`config.mk`:
```
export PLATFORM = sky130hd
export DESIGN_NAME = param_alu
export DESIGN_NICKNAME = d
export VERILOG_FILES = /design/src/rtl/param_alu.sv
export SDC_FILE = /design/constraint.sdc
export NUM_CORES = 1
export LEC_CHECK = 0
export CAP_MARGIN = 20
export CORE_ASPECT_RATIO = 1.4
export CORE_MARGIN = 3
export CORE_UTILIZATION = 40
export CTS_CLUSTER_SIZE = 8
export DETAILED_ROUTE_END_ITERATION = 16
export DONT_BUFFER_PORTS = 1
export GPL_ROUTABILITY_DRIVEN = 0
export GPL_TIMING_DRIVEN = 1
export SYNTH_ARGS = -nofsm -noshare
export SYNTH_HDL_FRONTEND = slang
export SYNTH_SLANG_ARGS = --single-unit
export TNS_END_PERCENT = 20
```
`constraint.sdc`:
```
create_clock -name clk -period 5.4 [get_ports clk]
set_input_delay 1.08 -clock clk [delete_from_list [all_inputs] [get_ports clk]]
set_output_delay 1.08 -clock clk [all_outputs]
set_load 0.02 [all_outputs]
```
`src/rtl/param_alu.sv`:
```
// param_alu: small multi-cycle ALU.
//   add, and and xor complete in one clock. A multiply captures its operands on the start edge
//   and completes MUL_CYCLES clocks later. Illegal opcodes complete at once with err set.
// Ports:
//   clk      - clock; all state changes on its rising edge
//   reset_n  - asynchronous active-low reset
//   A, B     - WIDTH-bit operands, sampled on the start edge
//   op       - 000 nop, 001 add, 010 and, 011 xor, 100 mul, 101..111 illegal
//   start    - request strobe; ignored while a multiply is in flight
//   busy     - high while a multiply is in progress
//   done     - one-cycle completion pulse
//   err      - one-cycle pulse together with done for an illegal opcode
//   result   - 2*WIDTH-bit zero-extended result; holds between completions
module param_alu #(
  parameter int unsigned WIDTH      = 8,
  parameter int unsigned MUL_CYCLES = 3
) (
  input  logic                 clk,
  input  logic                 reset_n,
  input  logic [WIDTH-1:0]     A,
  input  logic [WIDTH-1:0]     B,
  input  logic [2:0]           op,
  input  logic                 start,
  output logic                 busy,
  output logic                 done,
  output logic                 err,
  output logic [2*WIDTH-1:0]   result
);

  localparam int unsigned      CntW    = $clog2(MUL_CYCLES + 1);
  // Edge 0 loads MUL_CYCLES-1; the multiply completes on the edge where the counter reads zero,
  // which is edge MUL_CYCLES after the start edge.
  localparam logic [CntW-1:0]  CntLoad = CntW'(MUL_CYCLES - 1);

  localparam logic [2:0] OpNop = 3'b000;
  localparam logic [2:0] OpAdd = 3'b001;
  localparam logic [2:0] OpAnd = 3'b010;
  localparam logic [2:0] OpXor = 3'b011;
  localparam logic [2:0] OpMul = 3'b100;

  typedef enum logic [0:0] {StIdle, StMul} state_e;

  state_e              state_q;
  logic [CntW-1:0]     cnt_q;
  logic [WIDTH-1:0]    a_q;
  logic [WIDTH-1:0]    b_q;

  logic [WIDTH:0]      sum;
  logic [2*WIDTH-1:0]  add_res;
  logic [2*WIDTH-1:0]  and_res;
  logic [2*WIDTH-1:0]  xor_res;
  logic [2*WIDTH-1:0]  mul_res;

  always_comb begin
    sum     = {1'b0, A} + {1'b0, B};
    add_res = {{(WIDTH - 1){1'b0}}, sum};
    and_res = {{WIDTH{1'b0}}, A & B};
    xor_res = {{WIDTH{1'b0}}, A ^ B};
    mul_res = {{WIDTH{1'b0}}, a_q} * {{WIDTH{1'b0}}, b_q};
  end

  always_ff @(posedge clk or negedge reset_n) begin
    if (!reset_n) begin
      state_q <= StIdle;
      cnt_q   <= '0;
      a_q     <= '0;
      b_q     <= '0;
      busy    <= 1'b0;
      done    <= 1'b0;
      err     <= 1'b0;
      result  <= '0;
    end else begin
      done <= 1'b0;
      err  <= 1'b0;
      case (state_q)
        StIdle: begin
          if (start) begin
            case (op)
              OpNop: ;
              OpAdd: begin
                result <= add_res;
                done   <= 1'b1;
              end
              OpAnd: begin
                result <= and_res;
                done   <= 1'b1;
              end
              OpXor: begin
                result <= xor_res;
                done   <= 1'b1;
              end
              OpMul: begin
                a_q     <= A;
                b_q     <= B;
                cnt_q   <= CntLoad;
                busy    <= 1'b1;
                state_q <= StMul;
              end
              default: begin
                result <= '0;
                done   <= 1'b1;
                err    <= 1'b1;
              end
            endcase
          end
        end
        StMul: begin
          // start is deliberately not looked at here, including on the completing edge.
          if (cnt_q == '0) begin
            result  <= mul_res;
            done    <= 1'b1;
            busy    <= 1'b0;
            state_q <= StIdle;
          end else begin
            cnt_q <= cnt_q - CntW'(1);
          end
        end
        default: state_q <= StIdle;
      endcase
    end
  end

endmodule

```
==> flow_summary.ini, run 1 <==
[clock_network]
postCtsHoldBufs = 0
clock_path_buffers = 2
path_clk_slew_ps = 70
postCtsSetupBuffers = 0
worstSkewPairLatency_ps = 290
cts_made_buffers = 5
cts_root_buf = clkbuf_16
cts_tree = yes
cts_resized = 0
clock-sinks = 38
htreeDepth = 2

[run_status]
status = finished, final reports clean

[yosys]
synth_cells = 431
syn-mean-instance-area_um2 = 9.55
ys_warn_count = 0
synth_cell_types = 53
yosysTopAreaCell = dfrtp_1
synth_flop_cell = dfrtp_1
synth-edff-count = 0
async_flop_share_pct = 100
synthTopCellsByArea = dfrtp_1 23%, fa_1 18%, ha_1 14%, and2_1 8.2%, mux2_2 5.7%
synth_area_um2 = 4120
ys_seq_area_share_pct = 23.1
ys_ff_latch = 38
synth_nets = 535
synth_top_area_share_pct = 23.1

[routing]
vias = 3143
postRouteAntennaNets = 0
drt-pass1-iter-count = 4
totalWireLength_mm = 10.1
drcViolationCount = 0
routedWlPerCell_um = 17.7
via_per_inst = 5.54
drt_iter0_drc = 151

[sta]
setup-violations-final = 0
rsz0062_at_grt = false
fin_skew_ps = 9.95
worst_slew_pin_slew_ps = 988
period_minus_slack_ps = 4560
tns_ps = 0
max_freq_mhz = 219
fin_crit_sh_pct = 84.4
relSlewSlack_pct = 34.2
finalMaxSlewViolations = 0
finalHoldViolCount = 0

[setup_path]
slowest_stage = fa_1
path_depth = 14
required_ps = 5570
path_class = reg2reg
reg2reg_depth = 14
startpoint = a_q[1]
max_stage_delay_ps = 560
cp-end-kind = flop
r2r_start = a_q[1]
crit_top_cell = fa_1
reg2reg_slack_ps = 840
path_max_fanout = 9
cp.arrival_ps = 4730
cp_cell_sequence = nand2_1 -> fa_1 -> fa_1 -> inv_1 -> fa_1 -> inv_1 -> fa_1 -> inv_1 -> ha_1 -> a21oi_1 -> and2_1 -> a21oi_1 -> or4_1 -> a32o_1
start_kind = flop
worst-path-buf-inv = 3
cp_top_family = adder cells
endpoint = result[14]
r2r_end = result[14]

[floorplanning]
initial_core_util_pct = 41.3
rows = 43
die_w_um = 91.7
io_pins = 41
die_h_um = 126
die-area_um2 = 11600
placeableCoreArea_um2 = 9950

[placement]
io_buffers = 0
hpwl_mm = 7.98

[grt]
grt_overflow = 0
grt_util_met3_pct = 3.23
gr-usage-met1_pct = 22.7
grt_util_all_layers_pct = 18.2
grt_use_met2_pct = 31.2
grt_start_max_net_pins = 39
top_usage_layer = met2
grt_pass1_wl_mm = 16.7
antenna_found_initial = 0
grt_pass1_vias = 3335

[finish]
drive_above_1_share_pct = 7.64
finalNetCount = 535
n_antenna_cell = 0
area_delta_synth_final_pct = 7.08
fill_cells = 975

[flow_run]
maxCapViolations = 0

[hold_path]
hold_class = in2async
-- layout by cell type, fill, tap and decap left out, types with 3 or more instances in the layout --
cell / n
and2_1: 54
inv_1: 54
ha_1: 45
dfrtp_1: 38
fa_1: 37
nand2_1: 25
mux2_2: 21
a21oi_1: 18
o21ai_0: 16
nor2_1: 14
nand3_1: 11
a21o_1: 8
a31oi_1: 7
a22oi_1: 6
nor3_1: 6
nand2b_1: 5
nor2b_1: 5
clkbuf_16: 5
xnor2_1: 4
and4_1: 3
o31ai_1: 3
a32o_1: 3
or3_1: 3
and3_1: 3
-- per-layer routing --
| metal | part of all wire [%] | vias up |
|---|---|---|
| met1 | 43 | 1583 |
| met5 | 0 | - |
| li1 | - | 1485 |
| met3 | 3.2 | 18 |
| met4 | 2.6 | 0 |
| met2 | 51 | 57 |
-- cell type report --
cell class / instances / area, um2 / area share, %
Clock buffer: 6 / 139 / 3.15
Clock inverter: 2 / 12.5 / 0.284
Tap cell: 135 / 169 / 3.83
Multi-Input combinational cell: 331 / 2930 / 66.5
Sequential cell: 38 / 951 / 21.6
Inverter: 55 / 206 / 4.68
-- cells in the mapped netlist (8+ instances only) --
cell type  instances
fa_1              37
dfrtp_1           38
mux2_2            21
nand2_1           25
o21ai_0           16
ha_1              45
nand3_1           11
and2_1            54
a21oi_1           18
a21o_1             8
inv_1             54
nor2_1            14
-- state kept, by name (all words and copies together), names as in the netlist --
name	flops
result	16
a_q	8
b_q	8
cnt_q	2
busy	1
done	1
err	1
state_q	1
-- worst min-delay path by stage --
| stage | to | slack, ps | depth (start not counted) |
|---|---|---|---|
| 2_1_floorplan | cnt_q[0] | 450 | 1 |
| 3_3_place_gp | cnt_q[0] | 460 | 1 |
| 3_5_place_dp | cnt_q[0] | 470 | 1 |
| 4_1_cts | result[0] | 470 | 0 |
| 5_1_grt | result[0] | 470 | 0 |
| 6_report | result[0] | 480 | 0 |
-- per-stage QoR --
step | hold WS, ps | cells | utilization, % | instance area (um2) | setup slack (ps)
final | 476 | 567 | 44.3 | 4410 | 843
after global routing | 470 | 567 | 44.3 | 4410 | 632
after CTS | 472 | 567 | 44.3 | 4410 | 825
after detailed placement | 472 | 559 | 42.8 | 4260 | 862
after global placement | 465 | 559 | 42.8 | 4260 | 939
after floorplan | 451 | 431 | - | 4120 | 1130
-- cell families after synthesis --
logic type               share of synthesized area (%)
AND/OR/NAND/NOR                                   19.2
adder cells (fa/ha/maj)                           31.7
AO/OA/AOI/OAI                                     13.3
buffers and inverters                             5.72
flip-flops                                        23.1
multiplexers                                      5.99
XOR/XNOR                                          1.06
Power of run 1 is not shown: default switching activity piles up to over one toggle a cycle in this logic, so the estimate is an artifact.
==> run 2: changes to the inputs <==
==> constraint.sdc (replaced) <==
create_clock -name clk -period 4.35 [get_ports clk]
set_input_delay 0.87 -clock clk [delete_from_list [all_inputs] [get_ports clk]]
set_output_delay 0.87 -clock clk [all_outputs]
set_load 0.02 [all_outputs]
==> run 2 against run 1 <==
  * Cell count up 5.1%
  * Fmax up 7.5%
  * Sequential share of layout area down 1.2 points
  * Flip-flop and latch count unchanged
  * Worst setup slack worse by 730 ps
  * Clock skew down 2.6 ps
==> flow_summary.ini, run 2 (synthesized netlist as in run 1, its figures left out) <==
[floorplanning]
die-area_um2 = 11600
placeableCoreArea_um2 = 9950
rows = 43
initial_core_util_pct = 41.3
io_pins = 41
die_h_um = 126
die_w_um = 91.7

[clock_network]
htreeDepth = 2
worstSkewPairLatency_ps = 290
path_clk_slew_ps = 60
cts_tree = yes
cts_root_buf = clkbuf_16
cts_made_buffers = 5
clock_path_buffers = 2
clock-sinks = 38

[grt]
grt_pass1_vias = 3361
antenna_found_initial = 0
grt_overflow = 0
grt_start_max_net_pins = 39
grt_util_all_layers_pct = 18.7
grt_pass1_wl_mm = 17.2

[sta]
fin_skew_ps = 7.31
finalMaxSlewViolations = 0
max_freq_mhz = 236
setup-violations-final = 0
finalHoldViolCount = 0
fin_crit_sh_pct = 97.5
worst_slew_pin_slew_ps = 899
fin_ws_ps = 111
period_minus_slack_ps = 4240
relSlewSlack_pct = 40.1
rsz0062_at_grt = true
tns_ps = 0

[finish]
fill_cells = 952
area_delta_synth_final_pct = 14.4
finalNonFillerCells = 596
n_antenna_cell = 0
final_cell_mix = 54 x inv_1, 52 x and2_1, 41 x ha_1
reg.largest.list = result: 16 flops, a_q: 8 flops, b_q: 8 flops
finalNetCount = 564
largest_reg_flops = 16
final_common_cell = inv_1
drive_above_1_share_pct = 17.6
regMostFlops = result

[placement]
place_ws_ps = -51.7
io_buffers = 0
dp.cells = 587
hpwl_mm = 8.52

[hold_path]
hold_class = in2async

[routing]
via_per_inst = 5.38
drt_iter0_drc = 146
vias = 3209
totalWireLength_mm = 10.3
routedWlPerCell_um = 17.3
drcViolationCount = 0
drt-pass1-iter-count = 6
postRouteAntennaNets = 0

[setup_path]
path_class = reg2reg
required_ps = 4520
path_max_fanout = 9
cp-end-kind = flop
start_kind = flop
cp.arrival_ps = 4410
reg2reg_depth = 14

[run_status]
status = finished, final reports clean

[flow_run]
maxCapViolations = 0
==> run 2: metal layers <==
metal	routed length (um)	vias up	track usage, %
li1	-	1554	-
met1	4310	1581	23.9
met2	5490	61	32.3
met3	318	13	2.57
met4	172	0	6.21
met5	0	-	0
==> run 2: repair_timing <==
item | in CTS | in global routing
setup buffers | 1 | 0
endpoints found under the setup margin | 4 | 6
pin swaps | 2 | 9
gates resized for setup | 9 | 13
hold buffers | 0 | 0
==> run 2: final timing paths <==
check / endpoint / start / slack [ps]
max in group asynchronous: result[5] / reset_n / 3970
hold reg to reg: cnt_q[0] / cnt_q[0] / 470
setup reg to reg: result[14] / b_q[2] / 110
min in group clk: cnt_q[0] / cnt_q[0] / 470
setup / recovery: result[14] / b_q[2] / 110
hold / removal: result[3] / reset_n / 280
==> run 2: cell type report <==
cell class	instances	area (um2)	area share, %
clock buffer	7	143	3.03
clock inverter	1	5.00	0.106
inverter	55	206	4.39
multi-input combinational	331	3010	63.9
sequential	38	960	20.4
tap	135	169	3.59
timing repair buffer	29	218	4.63
==> run 2: per-stage QoR <==
| stage | instance area [um2] | hold slack, ps | utilization, % |
|---|---|---|---|
| after CTS | 4660 | 270 | 46.8 |
| after detailed placement | 4470 | 472 | 44.9 |
| after global routing | 4710 | 266 | 47.3 |
| after floorplan | 4120 | 451 | - |
| final | 4710 | 279 | 47.3 |
| after global placement | 4470 | 462 | 44.9 |
==> run 2: worst max-delay path: stages, from the launching register on <==
cell and delay [ps]:
dfrtp_2 450, nand2_2 80, fa_1 500, fa_1 540, inv_1 60, fa_1 540, inv_1 60, fa_1 540
inv_1 60, ha_4 230, buf_4 140, nand4_1 110, a21oi_1 90, or4_1 460, a32o_1 250
Power of run 2 is left out for the same reason.
==> run 3: changes to the inputs <==
--- a/config.mk
+++ b/config.mk
@@ -9,7 +9,7 @@
 export CORE_ASPECT_RATIO = 1.4
 export CORE_MARGIN = 3
 export CORE_UTILIZATION = 40
-export CTS_CLUSTER_SIZE = 8
+export CTS_CLUSTER_SIZE = 40
 export DETAILED_ROUTE_END_ITERATION = 16
 export DONT_BUFFER_PORTS = 1
 export GPL_ROUTABILITY_DRIVEN = 0
==> results of run 3 <==
The final DEF is identical to that of run 2; final timing and power are the same.
Power of run 3 is left out for the same reason.
==> variant 1: new RTL, flow settings as in run 1 <==
Register the output `result` once more, with the module's reset; this adds one clock of latency there. The other outputs are not delayed to match.
--- a/src/rtl/param_alu.sv
+++ b/src/rtl/param_alu.sv
@@ -40,6 +40,8 @@
 
   typedef enum logic [0:0] {StIdle, StMul} state_e;
 
+  logic [2*WIDTH-1:0] result_s0;
+
   state_e              state_q;
   logic [CntW-1:0]     cnt_q;
   logic [WIDTH-1:0]    a_q;
@@ -68,7 +70,7 @@
       busy    <= 1'b0;
       done    <= 1'b0;
       err     <= 1'b0;
-      result  <= '0;
+      result_s0 <= '0;
     end else begin
       done <= 1'b0;
       err  <= 1'b0;
@@ -78,15 +80,15 @@
             case (op)
               OpNop: ;
               OpAdd: begin
-                result <= add_res;
+                result_s0 <= add_res;
                 done   <= 1'b1;
               end
               OpAnd: begin
-                result <= and_res;
+                result_s0 <= and_res;
                 done   <= 1'b1;
               end
               OpXor: begin
-                result <= xor_res;
+                result_s0 <= xor_res;
                 done   <= 1'b1;
               end
               OpMul: begin
@@ -97,7 +99,7 @@
                 state_q <= StMul;
               end
               default: begin
-                result <= '0;
+                result_s0 <= '0;
                 done   <= 1'b1;
                 err    <= 1'b1;
               end
@@ -107,7 +109,7 @@
         StMul: begin
           // start is deliberately not looked at here, including on the completing edge.
           if (cnt_q == '0) begin
-            result  <= mul_res;
+            result_s0 <= mul_res;
             done    <= 1'b1;
             busy    <= 1'b0;
             state_q <= StIdle;
@@ -120,5 +122,13 @@
     end
   end
 
+  always_ff @(posedge clk or negedge reset_n) begin
+    if (!reset_n) begin
+      result <= '0;
+    end else begin
+      result <= result_s0;
+    end
+  end
+
 endmodule
 
Formal check against the unedited RTL: not equivalent (Yosys sat finds a counterexample within 4 cycles, from zero or initial values and one cycle with reset_n low).
==> variant 1 against run 1 <==
- synthesized area grew 10%
- sequential share of layout area increased by 6.2 points
- worst setup slack lost 0.18 ns
- sequential cell count rose by 16
- design area rose by 10%
- routed wire length up 6.0%
- highest routed layer unchanged
Power is left out: the tool's default activity adds up to more than one toggle a clock period on the data nets, which glitch-free logic cannot reach.
==> variant 1: results (changes against run 1) <==
Share of synthesized cell area in full adder, half adder and majority cells -> 0.287 (-0.0294)
Largest cells by area after synthesis -> sky130_fd_sc_hd__dfrtp_1 (30%), sky130_fd_sc_hd__fa_1 (16%), sky130_fd_sc_hd__ha_1 (12%)
Antenna violations before repair -> 0 (unchanged)
Cells resized by post-CTS repair -> 0 (unchanged)
Cell at the root of the clock tree -> sky130_fd_sc_hd__clkbuf_16
Number of buffers on the longest clock path -> 2 (unchanged)
Min-Delay Path Class -> register to register
Gate count of the mapped netlist -> 461 (+7.0%)
Synth cell count leaders -> sky130_fd_sc_hd__inv_1 (56), sky130_fd_sc_hd__dfrtp_1 (54), sky130_fd_sc_hd__and2_1 (52)
Share of the synthesized area in compound gates (AO/OA/AOI/OAI) -> 0.129 (-0.00374)
Worst-path fanout max -> 9 (unchanged)
First-iteration detailed-routing DRC count -> 171 (+13%)
Total number of vias -> 3272 (+4.1%)
Clock insertion delay at the later pin of the skew report -> 0.30 ns
Maximum number of pins on one net before global-route repair -> 55 (+41%)
Skew final -> 0.00970 ns (-0.000257 ns)
Post-detailed-placement half-perimeter wirelength -> 8.38 mm (+4.9%)
Main combinational cell family by area after synthesis -> adder cells
Filler cell count in the final layout -> 1073 (+10%)
Crit path max-delay family -> adder cells
Via count of the first global-routing pass -> 3462 (+3.8%)
Clock H-tree levels -> 2 (unchanged)
Seq/Total Area, Yosys -> 0.298 (+0.0669)
Met3 Resource Use GR -> 0.0348 (+0.00258)
Final wirelength -> 10.7 mm (+6.0%)
I/O Buffers -> 0 (unchanged)
Slew of the pin with the lowest slew margin -> 0.602 ns (-0.385 ns)
Overall track demand over capacity in global routing -> 0.183 (+0.000979)
Average via count per standard cell -> 5.43 (-2.1%)
DP Area -> 0.00469 mm^2 (+10%)
Wire length of the first global-routing pass -> 17.9 mm (+7.4%)
Iteration count of the initial detailed-routing pass -> 5 (+1)
Outcome -> finished clean
Proportion of layout cells with a drive suffix above 1 -> 0.0693 (-0.00712)
Setup Buffers After CTS -> 0 (unchanged)
Worst setup slack before clock tree synthesis -> 0.663 ns (-0.200 ns)
Worst path arrival time -> 4.91 ns (+0.18 ns)
Total placed cells including tap cells -> 594 (+6.3%)
Distinct cell type count of the synthesized netlist -> 46 (-13%)
Largest registers -> result: 16 flops, result_s0: 16 flops
Mux contribution to synthesized area -> 0.0513 (-0.00859)
Diode insertion count for antenna repair -> 0 (unchanged)
Global Route met1 Usage -> 0.243 (+0.0169)
Synth async-reset ratio -> 1.00 (unchanged)
CP max stage delay -> 0.55 ns
Area share of xor/xnor cells in the synthesized design -> 0.0154 (+0.00481)
Post-layout nets -> 565 (+5.6%)
Met2 capacity usage during global routing -> 0.294 (-0.0186)
variant 1: cell count changes after synthesis, moves of 4 or more:
cell,run 1,this run
sky130_fd_sc_hd__a22oi_1,6,2
sky130_fd_sc_hd__a21o_1,8,2
sky130_fd_sc_hd__dfrtp_1,38,54
sky130_fd_sc_hd__o21a_1,0,8
sky130_fd_sc_hd__nand2_1,25,41
sky130_fd_sc_hd__xnor2_1,4,8
variant 1: path summary, 6_finish.rpt:
path                               start       endpoint  slack, ns  cells after the start
min in group asynchronous        reset_n         a_q[2]       0.47                      0
hold reg to reg            result_s0[11]     result[11]       0.37                      0
max in group asynchronous        reset_n  result_s0[11]       4.82                      0
setup reg to reg                  a_q[0]  result_s0[14]       0.66                     13
hold / removal             result_s0[11]     result[11]       0.37                      0
setup / recovery                  a_q[0]  result_s0[14]       0.66                     13
variant 1: kinds of logic after synthesis:
kind of cell    after synthesis
compound gates               87
xor+xnor                      8
fa+ha+maj                    82
buf+inv                      66
flops                        54
mux                          21
simple gates                143
variant 1: final cells by class:
type / count / area, um^2 / share of cell area
Sequential cell: 54 / 1350 / 0.278
Inverter: 56 / 210 / 0.0432
Multi-Input combinational cell: 341 / 2930 / 0.603
Clock inverter: 1 / 8.76 / 0.00180
Clock buffer: 7 / 143 / 0.0293
Tap cell: 141 / 176 / 0.0363
Timing Repair Buffer: 3 / 42.5 / 0.00874
variant 1: layer usage:
layer / part of all wire / routed length (um) / vias up
met5: 0 / 0 / -
met4: 0.027 / 289 / 0
met3: 0.050 / 529 / 19
met2: 0.50 / 5350 / 97
met1: 0.42 / 4490 / 1602
li1: - / - / 1554
variant 1: metrics by stage:
stage,utilization,hold WS [ns]
floorplan,-,0.349
global placement,0.427,0.364
detailed placement,0.427,0.362
CTS,0.441,0.380
global route,0.443,0.390
finish,0.443,0.372
==> variant 2: new RTL, settings of run 1 <==
Made on the original files. The parameter `WIDTH` goes from 8 to 7.
--- a/src/rtl/param_alu.sv
+++ b/src/rtl/param_alu.sv
@@ -12,7 +12,7 @@
 //   err      - one-cycle pulse together with done for an illegal opcode
 //   result   - 2*WIDTH-bit zero-extended result; holds between completions
 module param_alu #(
-  parameter int unsigned WIDTH      = 8,
+  parameter int unsigned WIDTH      = 7,
   parameter int unsigned MUL_CYCLES = 3
 ) (
   input  logic                 clk,
Ports: changed (resized A, B and result); port bits go from 41 to 37. The function was not compared with the original's and may differ.
==> variant 2 against run 1 <==
- die area is 19% lower
- sequential cell count decreased by 4
- synthesized area is 20% lower
- sequential share of layout area increased by 3.0 points
- design area is 21% lower
- worst setup slack improved by 0.24 ns
- routed wire length shrank 25%
- critical path type unchanged
Power is left out: the tool's default activity adds up to more than one toggle a clock period on the data nets, which glitch-free logic cannot reach.
==> variant 2: results (changes against run 1) <==
Total number of vias -> 2385 (-24%)
Relative area of clock buffers and inverters in the final design -> 0.0228 (-0.0116)
Cell at the root of the clock tree -> sky130_fd_sc_hd__clkbuf_8
Met3 Resource Use GR -> 0.0366 (+0.00437)
Distinct cell type count of the synthesized netlist -> 49 (-7.5%)
Reg2reg setup slack -> 1.09 ns (+0.24 ns)
Met1 WL -> 2.94 mm (-31%)
Number of multi-input combinational cells -> 264 (-20%)
Antenna violations before repair -> 0 (unchanged)
Via count of the first global-routing pass -> 2518 (-24%)
Diode insertion count for antenna repair -> 0 (unchanged)
Met3 wire length -> 296 um (-8.1%)
Post-detailed-placement half-perimeter wirelength -> 6.19 mm (-22%)
Worst setup path startpoint -> a_q[3]
Synth cell count leaders -> sky130_fd_sc_hd__ha_1 (40), sky130_fd_sc_hd__and2_1 (38), sky130_fd_sc_hd__dfrtp_1 (34)
Seq/Total Area, Yosys -> 0.258 (+0.0273)
Worst Reg2Reg Path Length in Cells -> 15 (+1)
Min-Delay Path Class -> input port to async pin
Worst-path fanout max -> 8 (-1)
Metal2 WL -> 4.01 mm (-22%)
Maximum number of pins on one net before global-route repair -> 35 (-10%)
Syn_nets -> 418 (-22%)
Combined area of the multi-input logic cells -> 0.00230 mm^2 (-21%)
Clock H-tree levels -> 2 (unchanged)
Relative slew margins -> 0.386 (+0.0447)
Filler cell count in the final layout -> 794 (-19%)
Highest routed metal layer -> met4
WL/cell -> 17.4 um (-2.0%)
Synth async-reset ratio -> 1.00 (unchanged)
First-iteration detailed-routing DRC count -> 97 (-36%)
Busiest layer in global routing -> met2
Flip-flop and latch count -> 34 (-11%)
Non-clock buffer count in the final layout -> 0 (unchanged)
Overall track demand over capacity in global routing -> 0.176 (-0.00566)
Skew final -> 0.0118 ns (+0.00188 ns)
Met2 capacity usage during global routing -> 0.302 (-0.0102)
Outcome -> finished clean
Global Route met1 Usage -> 0.205 (-0.0216)
Non-clock inverter count -> 28 (-49%)
Wire length of the first global-routing pass -> 12.4 mm (-26%)
Clock transition at path regs -> 0.08 ns
Reg2Reg Capture Point -> result[11]
Proportion of layout cells with a drive suffix above 1 -> 0.0420 (-0.0343)
I/O Buffers -> 0 (unchanged)
CP max stage delay -> 0.54 ns (-0.02 ns)
Flip-flop and latch share of the layout cell area -> 0.246 (+0.0300)
Worst path arrival time -> 4.50 ns (-0.23 ns)
Largest cells by area after synthesis -> sky130_fd_sc_hd__dfrtp_1 (26%), sky130_fd_sc_hd__fa_1 (15%), sky130_fd_sc_hd__ha_1 (15%)
Number of buffers on the longest clock path -> 2 (unchanged)
Iteration count of the initial detailed-routing pass -> 4 (unchanged)
Largest registers -> result: 14 flops, a_q: 7 flops, b_q: 7 flops
-- variant 2: cell types whose count changed in the layout (fill, tap and decap cells not counted), moves of 8 or more --
cell / run 1 / this run
sky130_fd_sc_hd__and2_1: 54 / 38
sky130_fd_sc_hd__mux2_1: 0 / 14
sky130_fd_sc_hd__nand3_1: 11 / 3
sky130_fd_sc_hd__inv_1: 54 / 27
sky130_fd_sc_hd__mux2_2: 21 / 1
sky130_fd_sc_hd__fa_1: 37 / 25
sky130_fd_sc_hd__o21ai_1: 0 / 14
sky130_fd_sc_hd__o21ai_0: 16 / 5
-- variant 2: through the flow --
step / instance area, um^2 / hold WS (ns) / util / instances / worst slack (ns)
floorplan: 3290 / 0.451 / - / 333 / 1.40
global placement: 3380 / 0.462 / 0.429 / 426 / 1.20
detailed placement: 3380 / 0.484 / 0.429 / 426 / 1.12
CTS: 3460 / 0.462 / 0.439 / 433 / 1.08
global route: 3460 / 0.455 / 0.439 / 433 / 0.910
finish: 3460 / 0.465 / 0.439 / 433 / 1.09
-- variant 2: cell families after synthesis --
family | Yosys count | share of synthesized area
XOR/XNOR | 11 | 0.0293
multiplexers | 19 | 0.0634
AND/OR/NAND/NOR | 96 | 0.153
adder cells (fa/ha/maj) | 65 | 0.304
buffers and inverters | 35 | 0.0426
flip-flops | 34 | 0.258
AO/OA/AOI/OAI | 73 | 0.150
-- variant 2: worst max-delay path, delay by kind of cell (launching register included) --
family | cells | cell delay (ns)
adder cells (fa/ha/maj) | 5 | 2.44
AO/OA/AOI/OAI | 4 | 0.72
flip-flops | 1 | 0.45
AND/OR/NAND/NOR | 1 | 0.20
buffers and inverters | 4 | 0.20
XOR/XNOR | 1 | 0.18
